[config.mk]
export PLATFORM = sky130hd
export DESIGN_NAME = input_port
export DESIGN_NICKNAME = d
export VERILOG_FILES = /design/src/rtl/input_port.sv
export SDC_FILE = /design/constraint.sdc
export NUM_CORES = 1
export LEC_CHECK = 0
export ABC_CLOCK_PERIOD_IN_PS = 4800
export BUFFER_PORTS_ARGS = -buffer_cell sky130_fd_sc_hd__buf_2
export CORE_MARGIN = 1.5
export CORE_UTILIZATION = 62
export DETAILED_ROUTE_END_ITERATION = 10
export PLACE_DENSITY_LB_ADDON = 0.1
export SLEW_MARGIN = 20
export SYNTH_ARGS = -nofsm -noshare
export SYNTH_HDL_FRONTEND = slang
export SYNTH_SLANG_ARGS = --single-unit
[constraint.sdc]
create_clock -name iClock -period 4.8 [get_ports iClock]
set_input_delay 0.48 -clock iClock [delete_from_list [all_inputs] [get_ports iClock]]
set_output_delay 0.48 -clock iClock [all_outputs]
set_load 0.03 [all_outputs]
[src/rtl/input_port.sv]
// -----------------------------------------------------------------------------
// input_port
//
// Purpose:
//    Front end for the board's push-buttons and slide switches.
//    - Both raw input groups pass through a 2-flop synchronizer before any use.
//    - Each key has its own counter-based debouncer.
//    - A debounced press (and, optionally, a release) captures an event word
//      into a one-deep holding register. The CPU consumes the word with iRead.
//    - An event that arrives while the register is full, with no read in the
//      same cycle, is dropped and sets a sticky overflow flag.
//
// Ports:
//    iClock     in   1   single clock, rising edge
//    iReset     in   1   asynchronous reset, active low
//    iKey       in   4   raw push-buttons, asynchronous, low = pressed
//    iSwitch    in  18   raw slide switches, asynchronous
//    iRead      in   1   one-cycle consume strobe from the CPU
//    oData      out 32   event word {6'b0, release[3:0], press[3:0], switches[17:0]}
//    oValid     out  1   oData holds an unread event
//    oOverflow  out  1   sticky, set when an event was lost
//    oKeyState  out  4   debounced key state, 1 = pressed
//
// Parameter:
//    DEBOUNCE_CYCLES  number of consecutive stable synchronized samples needed
//                     before a key's debounced state changes (2..65535)
//
// Configuration macro:
//    INPUT_PORT_RELEASE_EN  when defined, debounced releases are events too and
//                           are reported one-hot in oData[25:22]. When it is not
//                           defined, releases produce no event and that field
//                           reads 0.
// -----------------------------------------------------------------------------
module input_port #(
   parameter int unsigned DEBOUNCE_CYCLES = 50000
) (
   input  logic        iClock,
   input  logic        iReset,
   input  logic [3:0]  iKey,
   input  logic [17:0] iSwitch,
   input  logic        iRead,
   output logic [31:0] oData,
   output logic        oValid,
   output logic        oOverflow,
   output logic [3:0]  oKeyState
);

   localparam logic [15:0] CNT_LAST = 16'(DEBOUNCE_CYCLES - 1);

   typedef enum logic {
      EMPTY = 1'b0,
      FULL  = 1'b1
   } state_e;

   // ------------------------------------------------------------------------
   // Synchronizers. Keys reset to the released level (1); switches reset to 0.
   // ------------------------------------------------------------------------
   logic [3:0]  key_meta_q;
   logic [3:0]  key_sync_q;
   logic [17:0] sw_meta_q;
   logic [17:0] sw_sync_q;

   always_ff @(posedge iClock or negedge iReset) begin
      if (!iReset) begin
         key_meta_q <= '1;
         key_sync_q <= '1;
         sw_meta_q  <= '0;
         sw_sync_q  <= '0;
      end else begin
         key_meta_q <= iKey;
         key_sync_q <= key_meta_q;
         sw_meta_q  <= iSwitch;
         sw_sync_q  <= sw_meta_q;
      end
   end

   // ------------------------------------------------------------------------
   // Debounce, one counter per key. The counter measures how long the
   // synchronized sample has disagreed with the debounced state. When the
   // sample has disagreed for DEBOUNCE_CYCLES samples, the state follows it.
   // ------------------------------------------------------------------------
   logic [3:0]        key_pressed;
   logic [3:0][15:0]  cnt_q;
   logic [3:0][15:0]  cnt_d;
   logic [3:0]        deb_q;
   logic [3:0]        deb_d;
   logic [3:0]        deb_prev_q;

   assign key_pressed = ~key_sync_q;

   always_comb begin
      deb_d = deb_q;
      cnt_d = '0;
      for (int unsigned k = 0; k < 4; k++) begin
         if (key_pressed[k] != deb_q[k]) begin
            if (cnt_q[k] == CNT_LAST) begin
               deb_d[k] = key_pressed[k];
            end else begin
               cnt_d[k] = cnt_q[k] + 16'd1;
            end
         end
      end
   end

   always_ff @(posedge iClock or negedge iReset) begin
      if (!iReset) begin
         cnt_q      <= '0;
         deb_q      <= '0;
         deb_prev_q <= '0;
      end else begin
         cnt_q      <= cnt_d;
         deb_q      <= deb_d;
         deb_prev_q <= deb_q;
      end
   end

   assign oKeyState = deb_q;

   // ------------------------------------------------------------------------
   // Event detection. Edges are taken between the registered debounced state
   // and its one-cycle-delayed copy. Any number of keys that change in the
   // same cycle form a single event.
   // ------------------------------------------------------------------------
   logic [3:0]  rise_w;
   logic [3:0]  fall_w;
   logic        event_w;
   logic [31:0] evt_word_w;

   assign rise_w = deb_q & ~deb_prev_q;

`ifdef INPUT_PORT_RELEASE_EN
   assign fall_w = deb_prev_q & ~deb_q;
`else
   assign fall_w = '0;
`endif

   assign event_w    = |(rise_w | fall_w);
   assign evt_word_w = {6'b0, fall_w, rise_w, sw_sync_q};

   // ------------------------------------------------------------------------
   // Holding register FSM.
   // When the register is full, a read in the same cycle as a new event frees
   // the slot for that event, so the event is not counted as an overflow.
   // ------------------------------------------------------------------------
   state_e      state_q;
   logic [31:0] data_q;
   logic        ovf_q;

   always_ff @(posedge iClock or negedge iReset) begin
      if (!iReset) begin
         state_q <= EMPTY;
         data_q  <= '0;
         ovf_q   <= 1'b0;
      end else begin
         case (state_q)
            EMPTY: begin
               if (event_w) begin
                  data_q  <= evt_word_w;
                  state_q <= FULL;
               end
            end
            FULL: begin
               if (event_w && iRead) begin
                  data_q  <= evt_word_w;
               end else if (!event_w && iRead) begin
                  state_q <= EMPTY;
               end
            end
            default: begin
               state_q <= EMPTY;
            end
         endcase

         // When the flag is set and cleared in the same cycle, the set wins.
         if ((state_q == FULL) && event_w && !iRead) begin
            ovf_q <= 1'b1;
         end else if (iRead) begin
            ovf_q <= 1'b0;
         end
      end
   end

   assign oData     = data_q;
   assign oValid    = (state_q == FULL);
   assign oOverflow = ovf_q;

endmodule

Word-level counts from Yosys, hierarchy flattened
Index checks and enable logic that the tools add are counted.

storage, ports and cells
  input port bits = 25
  output and inout port bits = 38
  flip-flop bits (word level) = 150
  word-level logic and storage cells = 64

operators by class
  reduce and logical (&&, ||, !) cells = 13
  bitwise logic cells = 4
  add/sub/neg operators = 4
  equal/unequal tests = 10
  muxes and demuxes = 17

operators with widths
  cell                     count
  $mux W16                 8
  $add A16 B1 Y16 const B  4
  $eq A16 B16 Y1 const B   4
  $mux W32                 2
  $pmux W32 S2             1
  $reduce_and A2 Y1        5
  $not A4 Y4               2
  $mux W1                  5
  $and A4 B4 Y4            1
  $logic_and A1 B1 Y1      4
  $ne A1 B1 Y1             4
  $reduce_or A4 Y1         1
  $logic_not A1 Y1         2
  $ne A2 B1 Y1 const B     1
  $ne A2 B2 Y1 const B     1
  $pmux W1 S2              1
  $reduce_bool A2 Y1       1
  $not A1 Y1               1

Longest topological paths before layout
  depth in word-level cells = 8
  depth in mapped cells = 6
  depth with buffers taken out = 5

Worst setup path before layout
Ideal clock, no wire load.

  path kind = reg2reg
  from = reg cnt_q[39] in the netlist's numbering
  to = reg cnt_q[38] in the netlist's numbering
  clock period less this slack = 1.869 ns
  path buffers = 1
  library setup time = 0.119 ns
  stages on the path, launching flop included = 6
  slack = 2.931 ns
  required time = 4.681 ns
  arrival = 1.751 ns
  path through = dfrtp_1 -> or4b_1 -> or4_4 -> nand2_4 -> buf_8 -> nor2_1

RTL lines
  element                 RTL line  text
  from (decl)             83        logic [3:0][15:0] cnt_q;
  from (signal assigned)  111       cnt_q <= cnt_d;

==> impl_results.md <==
* Vias in the first global route at 3477
* Congestion Overflow GR at 0
* Status: complete, but fails checks
* XOR/XNOR Fraction of Synth Area at 0.09261
* Simple-gate share of the synthesized area at 0.1704
* Overall power at 2.768 mW
* Initial DRT Pass Iterations at 5
* Sequential power share at 0.443
* DP HPWL at 6278 microns
* H-tree Lvls at 4
* Part of the cycle the worst path needs at 0.4113
* CP delay by family, top: simple AND/OR/NAND/NOR gates
* Clock power frac at 0.533
* Num CTS Buffers at 17
* Power density cells at 425.5 nW/um^2
* Tot GR Track Use at 0.2297
* Area of the multi-input gates at 1849 sq um
* Stages on the worst setup path at 4
* Core area at approximately 8600 sq um
* Number of flops mapped to enable cells by yosys at 0
* Bufs on Longest Clock Path at 2
* DP Area at roughly 5800 sq um
* Die ar. at 9421 sq um
* Slew Limit Fails at 0
* Total number of vias at 3503
* First-pass GRT wire length at 16950 microns
* Crit path capture: cnt_q[47]
* Adder-cell share of the synthesized area at 0.009124
* Nets at 544
* Initial core utilization at 0.6352
* RR Startpoint: cnt_q[39]
* Most frequent cell after synthesis: dfrtp_1
* Post-cts resize count at 0
* Synth Instances at 450
* Cell Chain, Critical Path: or4b_1 -> or4_4 -> nand2_4 -> nor2_1
* Max-cap violations at 0
* Pleak at 2.938 nW
* Warnings, synthesis at 0
* Logic pwr share at 0.024
* Placed insts at 604
* Post-synthesis mux area share at 0.04516
* DRT Wirelength at 10030 microns
* Final Util at 0.7534
* Reg-to-reg endpoint: cnt_q[47]
* Largest net degree at the start of global routing at 83
* Met2 usage at 0.3577
* CTS Hold Bufs at 0
* Fmax achieved at around 0.5 GHz
* Hold/Removal Path Class: in -> async
* Synth Area per Inst at between 10 and 15 sq um
* Ranking of synthesized cells by area: dfrtp_1, xnor2_1, nor2_1
* Postcts setup bufs at 0
* Gpl congestion at 0.8205
* Crit path launch: cnt_q[39]
* Net Sw Frac at 0.2007
* Clk_lat worst skew at 0.51 ns
* CP Data Required Time at ~5.2 ns
* Register area at ~3500 sq um
* DR iter-0 viols at 131
* Seq/Total Area, Yosys at 0.6405
* CP arrival at approximately 2.4 ns
* Initial antenna violation count at 0
* Startpoint types: flip-flop
* Share of the synthesized area in the top cell type at 0.6022
* DR WL/cell at 15.77 microns
* Worst-path clk slew at around 0.060 ns
* Pint at 2.212 mW
* Cell Area, Synth at 5485 sq um
* Area grow syn2layout at 18.61%
* Slowest cell on the critical path: or4_4
* Setup violators final at 0
* Violated checks: negative hold slack
* Buf/Inv on CP at 0
* Final hold viol count at 1
* Top cells by count, synth: dfrtp_1, nor2_1, xnor2_1
* IO Pins at 63
* Port Buffers at 52
* Root Buffer: clkbuf_8
* Dominant cell type by area after synthesis: dfrtp_1
* Crit end category: flip-flop
* CTS tree: done
* Setup Skew at 0.01034 ns
* Fillers at 573
* DRC violations left at 0
* Measured slew at the worst slew-check pin at 0.7598 ns
* Global Route met3 Usage at 0.06978
* Share of cells above drive strength 1 at 0.2273
* Setup slack, reg-to-reg at around 2.8 ns
* R2R depth at 4
* Die X at 97.06 microns
* Fin area at approximately 6500 sq um
* RSZ-0062 raised after global routing: no
* Met1 usage at 0.3196
* Most used DFF post-synth: dfrtp_1
* Via-to-Cell Ratio at 5.508
* Cell Count, Final, Fillers Out at 636
* GRT Max-Usage Layer: met2
* Row cnt at 34
* Async set or reset register ratio after synthesis at 1.000
* Switching power at 555.7 uW
* Final TNS setup at 0 ns
* Worst Hold Slack at -0.0002712 ns
* CP max stage delay at 0.57 ns
* Max rail drop VDD at 0.3749 mV
* Largest family of logic cells by synthesized area: simple AND/OR/NAND/NOR gates
* CP Class: reg -> reg
* #FFs+latches synth at 140
* Post-route ant nets at 0
* Synth Area in Compound Gates at 0.01095
* Tmin final at 1.974 ns
* Die H at 97.06 microns
* Headroom to the max-slew limit at 0.4923
* Crit Path Max Fanout at 15
* Synth cell types at 33
* Antenna Diode Count at 0
* Clk sinks at 140
==> placed cells by master (no fill, tap or decap), types with 7 or more instances in the layout <==
master | synthesis | layout
buf_2 | 2 | 51
clkbuf_16 | 0 | 16
conb_1 | 1 | 10
dfrtp_1 | 132 | 132
dfstp_2 | 8 | 8
inv_1 | 15 | 15
mux2_2 | 22 | 22
nand2_1 | 19 | 19
nand3_1 | 21 | 21
nand4_1 | 17 | 17
nor2_1 | 70 | 70
nor3_1 | 14 | 14
nor4_1 | 18 | 18
xnor2_1 | 51 | 51
xor2_1 | 7 | 7
==> kinds of logic after synthesis <==
logic type / count (synthesis)
buf+inv: 31
compound gates: 10
other cells: 1
mux: 22
flops: 140
fa+ha+maj: 4
simple gates: 184
xor+xnor: 58
==> flip-flops by register name (all words and copies together), names as in the netlist <==
register	cells
oData	22
oKeyState	4
cnt_q	64
key_meta_q	4
deb_prev_q	4
oValid	1
oOverflow	1
key_sync_q	4
sw_sync_q	18
sw_meta_q	18
==> worst reg2reg max path, delay by kind of cell (launching register included) <==
family	cells	cell delay [ns]
flip-flops	1	0.46
AND/OR/NAND/NOR	4	1.39
==> worst min-delay path by stage <==
| stage | from | to | slack, ns | depth (start not counted) |
|---|---|---|---|---|
| floorplan | iReset | cnt_q[0] | 0.18 | 0 |
| finish | iReset | cnt_q[54] | -0.0003 | 1 |
| CTS | iReset | cnt_q[54] | 0.02 | 1 |
| detailed placement | sw_meta_q[1] | sw_sync_q[1] | 0.34 | 0 |
| global route | iReset | cnt_q[54] | 0.04 | 1 |
| global placement | sw_meta_q[15] | sw_sync_q[15] | 0.33 | 0 |
==> power groups by stage <==
stage               logic, mW  clock network (mW)  registers [mW]
floorplan              0.0375                   0            1.24
global placement       0.0668                   0            1.24
detailed placement     0.0685                   0            1.25
CTS                    0.0692                1.50            1.23
global route           0.0770                1.55            1.23
finish                 0.0668                1.48            1.23
==> routing by layer <==
metal,vias to the layer above,wire (microns)
li1,1651,-
met1,1723,4551
met2,123,4826
met3,6,590
met4,0,61
met5,-,0
==> area by class of cell <==
class / instances / share of cell area
clock inverters: 12 / 0.03577
inverters: 15 / 0.008654
well taps: 108 / 0.02077
repair buffers: 53 / 0.04212
clock buffers: 20 / 0.06846
flip-flops and latches: 140 / 0.5400
multi-input cells: 288 / 0.2842
==> through the flow <==
stage                     hold slack [ns]  setup WS [ns]
after floorplan                    0.1844          2.931
after global placement             0.3323          2.701
after detailed placement           0.3356          2.834
after CTS                         0.02191          2.820
after global routing              0.04000          2.710
final                          -0.0002712          2.826
No activity file was read; power rests on OpenSTA's default activity.
